==> src/rtl/ex_ctrl_pkg.sv <==
// Shared encodings for the execute-stage sequencer: FSM states, condition codes,
// decode classes and the opcodes the sequencer itself interprets.
package ex_ctrl_pkg;

    typedef enum logic [2:0] {
        FETCH     = 3'd0,
        DECODE    = 3'd1,
        EXECUTE   = 3'd2,
        WRITEBACK = 3'd3,
        HALT      = 3'd4
    } state_t;

    localparam logic [3:0] COND_EQ = 4'b0000;
    localparam logic [3:0] COND_NE = 4'b0001;
    localparam logic [3:0] COND_CS = 4'b0010;
    localparam logic [3:0] COND_CC = 4'b0011;
    localparam logic [3:0] COND_MI = 4'b0100;
    localparam logic [3:0] COND_PL = 4'b0101;
    localparam logic [3:0] COND_VS = 4'b0110;
    localparam logic [3:0] COND_VC = 4'b0111;
    localparam logic [3:0] COND_HI = 4'b1000;
    localparam logic [3:0] COND_LS = 4'b1001;
    localparam logic [3:0] COND_GE = 4'b1010;
    localparam logic [3:0] COND_LT = 4'b1011;
    localparam logic [3:0] COND_GT = 4'b1100;
    localparam logic [3:0] COND_LE = 4'b1101;
    localparam logic [3:0] COND_AL = 4'b1110;
    localparam logic [3:0] COND_NV = 4'b1111;

    localparam logic [1:0] LD_REG    = 2'b00;
    localparam logic [1:0] LD_BRANCH = 2'b10;
    localparam logic [1:0] LD_SYS    = 2'b11;

    localparam logic [2:0] OP_B     = 3'b000;
    localparam logic [2:0] OP_BCOND = 3'b001;
    localparam logic [2:0] OP_HALT  = 3'b111;

    // Bit positions of the flags inside cpsr / alu_flags.
    localparam int FLAG_N = 3;
    localparam int FLAG_C = 2;
    localparam int FLAG_Z = 1;
    localparam int FLAG_V = 0;

    function automatic logic writes_reg(input logic special_encoding,
                                        input logic [1:0] first_ld);
        return special_encoding || (first_ld == LD_REG);
    endfunction

endpackage

==> src/rtl/cond_eval.sv <==
// Combinational branch-condition evaluator: decides whether b_cond holds for
// the given N,C,Z,V flag set.
module cond_eval
    import ex_ctrl_pkg::*;
(
    input  logic [3:0] b_cond,
    input  logic [3:0] cpsr,
    output logic       take
);

    logic n, c, z, v;

    assign n = cpsr[FLAG_N];
    assign c = cpsr[FLAG_C];
    assign z = cpsr[FLAG_Z];
    assign v = cpsr[FLAG_V];

    always_comb begin
        take = 1'b0;
        case (b_cond)
            COND_EQ: take = z;
            COND_NE: take = !z;
            COND_CS: take = c;
            COND_CC: take = !c;
            COND_MI: take = n;
            COND_PL: take = !n;
            COND_VS: take = v;
            COND_VC: take = !v;
            COND_HI: take = c && !z;
            COND_LS: take = !(c && !z);
            COND_GE: take = (n == v);
            COND_LT: take = (n != v);
            COND_GT: take = !z && (n == v);
            COND_LE: take = !(!z && (n == v));
            COND_AL: take = 1'b1;
            COND_NV: take = 1'b0;
            default: take = 1'b0;
        endcase
    end

endmodule

==> src/rtl/ex_sequencer.sv <==
// Multi-cycle FETCH/DECODE/EXECUTE/WRITEBACK sequencer owning the PC and CPSR,
// resolving branches and gating the register-file write strobe.
module ex_sequencer
    import ex_ctrl_pkg::*;
#(
    parameter int                  PC_WIDTH      = 16,
    parameter logic [PC_WIDTH-1:0] RESET_PC      = '0,
    parameter int                  FETCH_TIMEOUT = 15
) (
    input  logic                clk,
    input  logic                rst,
    output logic                imem_req,
    input  logic                imem_ack,
    output logic [PC_WIDTH-1:0] pc,
    output logic                ir_load,
    input  logic [1:0]          first_ld,
    input  logic                special_encoding,
    input  logic [2:0]          alu_oc,
    input  logic                set_flags,
    input  logic [3:0]          b_cond,
    input  logic [15:0]         offset,
    input  logic [3:0]          alu_flags,
    output logic                reg_w_enable,
    output logic [3:0]          cpsr,
    output logic                branch_taken,
    output logic                halted,
    output logic                fetch_fault
);

    localparam int CNT_W = (FETCH_TIMEOUT < 2) ? 1 : $clog2(FETCH_TIMEOUT + 1);
    localparam logic [CNT_W-1:0] CNT_LAST = CNT_W'(FETCH_TIMEOUT - 1);

    state_t              state_reg;
    logic [PC_WIDTH-1:0] pc_reg;
    logic [3:0]          cpsr_reg;
    logic [CNT_W-1:0]    wait_cnt_reg;
    logic                fault_reg;

    logic                cond_take;
    logic                is_branch;
    logic                is_halt;
    logic                branch_go;
    logic [PC_WIDTH-1:0] offset_ext;
    logic [PC_WIDTH-1:0] pc_next;

    cond_eval u_cond_eval (
        .b_cond (b_cond),
        .cpsr   (cpsr_reg),
        .take   (cond_take)
    );

    // Size cast of a signed value sign-extends when widening, truncates when narrowing.
    assign offset_ext = PC_WIDTH'($signed(offset));

    assign is_branch = !special_encoding && (first_ld == LD_BRANCH);
    assign is_halt   = !special_encoding && (first_ld == LD_SYS) && (alu_oc == OP_HALT);
    assign branch_go = is_branch &&
                       ((alu_oc == OP_B) || ((alu_oc == OP_BCOND) && cond_take));
    assign pc_next   = branch_go ? (pc_reg + offset_ext) : (pc_reg + PC_WIDTH'(1));

    always_ff @(posedge clk) begin
        if (rst) begin
            state_reg    <= FETCH;
            pc_reg       <= RESET_PC;
            cpsr_reg     <= 4'b0000;
            wait_cnt_reg <= '0;
            fault_reg    <= 1'b0;
        end else begin
            case (state_reg)
                FETCH: begin
                    if (imem_ack) begin
                        wait_cnt_reg <= '0;
                        state_reg    <= DECODE;
                    end else if (wait_cnt_reg == CNT_LAST) begin
                        wait_cnt_reg <= '0;
                        fault_reg    <= 1'b1;
                        state_reg    <= HALT;
                    end else begin
                        wait_cnt_reg <= wait_cnt_reg + CNT_W'(1);
                    end
                end
                DECODE: begin
                    state_reg <= EXECUTE;
                end
                EXECUTE: begin
                    if (special_encoding && set_flags) begin
                        cpsr_reg <= alu_flags;
                    end
                    state_reg <= WRITEBACK;
                end
                WRITEBACK: begin
                    if (is_halt) begin
                        state_reg <= HALT;
                    end else begin
                        pc_reg    <= pc_next;
                        state_reg <= FETCH;
                    end
                end
                HALT: begin
                    state_reg <= HALT;
                end
                default: begin
                    state_reg <= FETCH;
                end
            endcase
        end
    end

    // Strobes are masked while rst is high so nothing leaks out during reset.
    assign imem_req     = !rst && (state_reg == FETCH);
    assign ir_load      = !rst && (state_reg == FETCH) && imem_ack;
    assign reg_w_enable = !rst && (state_reg == WRITEBACK) &&
                          writes_reg(special_encoding, first_ld);
    assign branch_taken = !rst && (state_reg == WRITEBACK) && branch_go;
    assign halted       = !rst && (state_reg == HALT);
    assign fetch_fault  = fault_reg;
    assign pc           = pc_reg;
    assign cpsr         = cpsr_reg;

endmodule

==> config.mk <==
export PLATFORM = sky130hd
export DESIGN_NAME = ex_sequencer
export DESIGN_NICKNAME = d
export VERILOG_FILES = /design/src/rtl/ex_ctrl_pkg.sv /design/src/rtl/cond_eval.sv /design/src/rtl/ex_sequencer.sv
export SDC_FILE = /design/constraint.sdc
export NUM_CORES = 1
export LEC_CHECK = 0
export ABC_AREA = 1
export BUFFER_PORTS_ARGS = -buffer_cell sky130_fd_sc_hd__buf_2
export CORE_MARGIN = 2
export CORE_UTILIZATION = 57
export DETAILED_ROUTE_END_ITERATION = 8
export GPL_TIMING_DRIVEN = 0
export PLACE_DENSITY = 0.84
export SLEW_MARGIN = 20
export SYNTH_ARGS = -nofsm -noshare
export SYNTH_HDL_FRONTEND = slang
export SYNTH_SLANG_ARGS = --single-unit
==> constraint.sdc <==
create_clock -name clk -period 7.9 [get_ports clk]
set_input_delay 1.185 -clock clk [delete_from_list [all_inputs] [get_ports clk]]
set_output_delay 1.185 -clock clk [all_outputs]
set_load 0.005 [all_outputs]
* Word-level counts from Yosys, hierarchy flattened
Index checks and enable logic that the tools add are counted.
** Storage, ports and cells
- Flip-flop bits (word level) :: 28
- Output and inout port bits :: 26
- Logic and storage cells :: 76
** Cells by class
- Add/subtract/negate cells :: 3
- Equality and inequality tests :: 27
- Multiplexer cells :: 8
- Bitwise logic cells :: 2
- Reductions and logical operators :: 31
** Operator list (number)
- == test 4 bit, second input constant :: 9
- adder 16 x 1 -> 16 bit, second input constant :: 1
- adder 16 bit :: 1
- == test 4 x 3 -> 1 bit, second input constant :: 4
- 2-to-1 mux 16 bit :: 1
- case mux 1 bit (16 select lines) :: 1
- case mux 3 bit (5 select lines) :: 1
- logical AND 1 bit :: 14
- 2-to-1 mux 3 bit :: 3
- == test 4 x 2 -> 1 bit, second input constant :: 2
- logical NOT 1 bit :: 8
- 2-to-1 mux 4 bit :: 2
- == test 3 x 1 -> 1 bit, second input constant :: 2
- == test 3 x 2 -> 1 bit, second input constant :: 2
- == test 3 bit, second input constant :: 2
- logical NOT 3 bit :: 2
- adder 4 x 1 -> 4 bit, second input constant :: 1
- == test 2 bit, second input constant :: 2
- == test 4 x 1 -> 1 bit, second input constant :: 1
- logical NOT 4 bit :: 1
- AND reduction 2 bit :: 2
- inequality test 3 bit, second input constant :: 1
- AND reduction 3 bit :: 1
- logical NOT 2 bit :: 1
- 4 further kinds :: 6

* Longest topological paths before layout
- Word-level depth :: 8
- Mapped depth :: 27

* Modules after synthesis
A second synthesis with hierarchy kept.
** Second synthesis, totals
- Cells, all modules :: 437
- Area total of the unflattened synthesis :: 2501.1 sq um
** By module, submodules not included
- ex_sequencer :: times used 1, cells each 388, area each 2282.2 sq um, sequential area each 560.5 sq um
- cond_eval :: times used 1, cells each 49, area each 219.0 sq um, sequential area each 0.0 sq um

* Worst setup path after synthesis
No wires, ideal clock.
- Kind :: input to register
- Start point :: input b_cond[2]
- End point :: register pc_reg[10], in the netlist pc[10]
- Library setup time :: 0.115 ns
- Data arrival time :: 3.357 ns
- Required time :: 7.785 ns
- Setup slack :: 4.428 ns
- Cell stages on the path :: 21
- Cells stage by stage :: inv_1 > nand2_1 > nor2_1 > nand2_1 > nand2_1 > nor2_1 > nand3_1 > nand2_1 > nand2_2 > nand2_2 > or2_1 > ha_1 > inv_1 > fa_1 > o21ai_2 > a21oi_1 > nor3_2 > o21ai_2 > xnor2_1 > o21ai_0 > inv_1
** On the way
- Longest elaborated chain between the ends :: 6
** RTL lines
- start, declared :: RTL line ex_sequencer.sv:20 : input logic [3:0] b_cond,
- == test 4 bit (tied with other cells) :: RTL line cond_eval.sv:20 : case (b_cond)
- case mux 1 bit (16 select lines) (*) :: RTL line cond_eval.sv:20
- logical AND 1 bit (*) :: RTL line ex_sequencer.sv:58 : ((alu_oc == OP_B) || ((alu_oc == OP_BCOND) && cond_take));
- logical OR 1 bit (*) :: RTL line ex_sequencer.sv:58
- logical AND 1 bit (*) :: RTL line ex_sequencer.sv:57 : assign branch_go = is_branch &&
- 2-to-1 mux 16 bit (*) :: RTL line ex_sequencer.sv:59 : assign pc_next = branch_go ? (pc_reg + offset_ext) : (pc_reg + PC_WIDTH'(1));
- end signal, assigned :: RTL line ex_sequencer.sv:95 : pc_reg <= pc_next;
- end, declared :: RTL line ex_sequencer.sv:34 : logic [PC_WIDTH-1:0] pc_reg;
Every way passes the cells marked *; elsewhere a longest branch is shown, timed or not.
A chain may end at the register's enable or synchronous reset.

* Worst setup path in the final report
- Start point :: input b_cond[1]
- End point :: register pc_reg[14], in the netlist pc[14]
The elaborated chain is that of the path after synthesis.

==> results by group <==
Global route
  – Largest net degree at the start of global routing: 17
  – First-pass GRT wire length: 8.54 mm
  – Grt total ovfl: 0
  – Initial antenna violation count: 0
  – All-Layer GR Usage: between 20% and 30%
  – Vias in the first global route: 2058

Synthesis
  – Synthesis-stage register bit count: 28
  – Synth Instances: 358
  – Yosys warns: 0
  – Largest family of logic cells by synthesized area: simple AND/OR/NAND/NOR gates
  – Synth Area in Compound Gates: roughly 15%
  – Largest area contributor in the netlist: dfxtp_1
  – Synthesized area per cell: ~6.2 sq um
  – Distinct cells, synth: 31
  – Syn Nets: ~400
  – Seq/Total Area, Yosys: roughly a quarter
  – Synth area leaders: dfxtp_1 (25%), nand2_1 (12%), nor2_1 (11%)
  – Synth Area in Simple Gates: 32.8%
  – Multiplexer area fraction after synthesis: 0%
  – Mapped Area: approximately 2200 sq um
  – Synth Area in Adders: 10.6%
  – Post-synth top area share: approximately a quarter
  – Xor/xnor share of the synthesized area: between 3 and 4%

Final layout
  – Most common cell after layout, fill and taps aside: nand2_1
  – Share of cells above drive strength 1: a little under a fifth
  – Net count, final: about 470
  – Fin area: around 2600 sq um
  – P&R area growth vs syn: 19.3%
  – Commonest non-fill, non-tap cells in the layout: nand2_1 (68), nor2_1 (67), inv_1 (61), buf_2 (61)
  – Max FFs per register: 16
  – Diode count: 0
  – Non-filler instance count after layout: 469
  – Filler Cell Count: 358
  – Fin util: 71.4%

Placed design
  – Placed Instance Area: between 2000 and 3000 sq um
  – Post-DP HPWL: just under 4 mm
  – GPL Wtd Cong: 0.892
  – Post-Place Worst Slack: approximately 3900 ps
  – Placed Cells: approximately 470
  – I/O Buffers: 59

Floorplanning
  – Die Area: around 4400 sq um
  – IO Count: 60
  – Row count: 22
  – Initial Util: 59.8%
  – Die Width: approximately 66 um
  – Total core area: ~3700 sq um
  – Die span in y: 66.2 um

Critical path
  – Worst Setup End Kind: flip-flop
  – Crit path kind: in -> reg
  – Req. time, crit path: between 8000 and 9000 ps
  – Worst path bufs/invs: 5
  – Setup crit start kind: input port
  – CP peak stage delay: 360 ps
  – Crit path DAT: around 4000 ps
  – Largest delay share family, worst path: simple AND/OR/NAND/NOR gates
  – CP Max Fanout: 10
  – CP dominant cell by count: nand2_1
  – Crit-path slowest cell: ha_1

Clock network
  – Clk root buf: clkbuf_8
  – Hold buffers post-CTS: 0
  – Clk sinks: 28
  – Post-cts resize count: 0
  – Worst skew pair latency: around 280 ps
  – Worst-path clk slew: ~110 ps
  – Max Root-Sink Buffers: 2
  – CTS H-tree lvls: 1
  – TritonCTS Buffers: 3
  – Post-CTS setup repair buffer count: 0
  – TritonCTS clock tree: done

Power
  – Combinational share of power: 18.5%
  – Seq pwr share: 46.1%
  – Leakage: roughly 1.6 nW
  – Clock share of power: a little over a third
  – Max VDD drop: ~65 uV
  – Total power: 332 uW
  – Net Switching: 91.4 uW
  – P_int: about 240 uW
  – Pwr Density: 126 nW/um^2
  – Sw Ratio: around 28%

Drt
  – Vias: around 2.4k
  – # DRC: 0
  – Drt pass-1 iters: 4
  – Number of routed nets with antenna violations: 0
  – Violation count after the first detailed-route iteration: about 150
  – DRT Wirelength: between 4 and 5 mm
  – Vias per cell: about 5.0
  – DR WL/cell: roughly 11 um

Timing
  – Worst Skew: around 9.5 ps
  – Worst Tran Pin Value: about 480 ps
  – Fin Hold WS: between 500 and 600 ps
  – Final setup fails: 0
  – Fin Setup TNS: 0 ps
  – Fmax: between 0.2 and 0.3 GHz
  – Setup ws final: 4130 ps
  – Unrepaired setup endpoints after global routing: false
  – Final Hold Fails: 0
  – Max Transition Viols Final: 0
  – Fin crit period: 3770 ps
  – Rel. slew slack: about two thirds
  – Tcrit/Tclk final: around 48%

Outcome
  – Status: complete, no violations

Hold path
  – Worst hold path type: reg -> reg

Run
  – MaxCap Viol Count: 0
==> kinds of logic (layout without fill, tap and decap cells) <==
family,count (synthesis),count (layout)
AOI/OAI and AO/OA,62,62
and+or+nand+nor,172,172
xor gates and xnor gates,10,10
DFF,28,28
buffers and inverters,68,131
adders and majority gates,18,18
==> layout make-up <==
type / count / area, sq um / area share [%]
Buffer: 5 / 25.0 / 0.951
Clock buffer: 3 / 41.3 / 1.57
Clock inverter: 1 / 30.0 / 1.14
Inverter: 63 / 236 / 8.98
Multi-Input combinational cell: 262 / 1380 / 52.6
Sequential cell: 28 / 561 / 21.3
Tap cell: 48 / 60.1 / 2.28
Timing Repair Buffer: 59 / 295 / 11.2
==> cells in the mapped netlist, drive strengths merged <==
master and number:
o21a 1, nand4 5, xor2 5, o21bai 1
fa 1, o221ai 1, o21ai 25, a21o 2
a21oi 28, xnor2 5, nand2 71, nor3 4
or2 2, inv 63, nor2 69, dfxtp 28
nand3 21, buf 3, ha 17, o211ai 3
a31oi 1, clkbuf 2
==> worst paths after layout <==
path	from	endpoint	slack, ps	cells after the start
hold / removal	fetch_fault$_SDFFE_PP0P_	fetch_fault$_SDFFE_PP0P_	500	2
setup reg to reg	cpsr[3]$_SDFFE_PP0P_	pc[14]$_SDFFE_PP0P_	4750	24
hold reg to reg	fetch_fault$_SDFFE_PP0P_	fetch_fault$_SDFFE_PP0P_	500	2
setup / recovery	b_cond[1]	pc[14]$_SDFFE_PP0P_	4130	25
==> per-layer routing <==
| metal | part of all wire (%) | wire, um | track usage, % |
|---|---|---|---|
| met4 | 1.5 | 73 | 6.38 |
| met3 | 5.4 | 270 | 2.73 |
| met5 | 0 | 0 | 0 |
| met1 | 46 | 2310 | 30.6 |
| met2 | 47 | 2330 | 43.5 |
==> power groups by stage <==
stage	logic (mW)	clock network, mW	registers (mW)
2_1_floorplan	0.0384	0	0.156
3_3_place_gp	0.0599	0	0.156
3_5_place_dp	0.0611	0	0.156
4_1_cts	0.0615	0.116	0.153
5_1_grt	0.0712	0.123	0.154
6_report	0.0613	0.117	0.153
==> worst reg2reg max path, delay by kind of cell (launching register included) <==
family	cells	cell delay, ps
AO/OA/AOI/OAI	3	480
adder cells (fa/ha/maj)	1	360
flip-flops	1	400
buffers and inverters	4	430
XOR/XNOR	1	160
AND/OR/NAND/NOR	15	1240
Power figures use the tool's default switching activity.
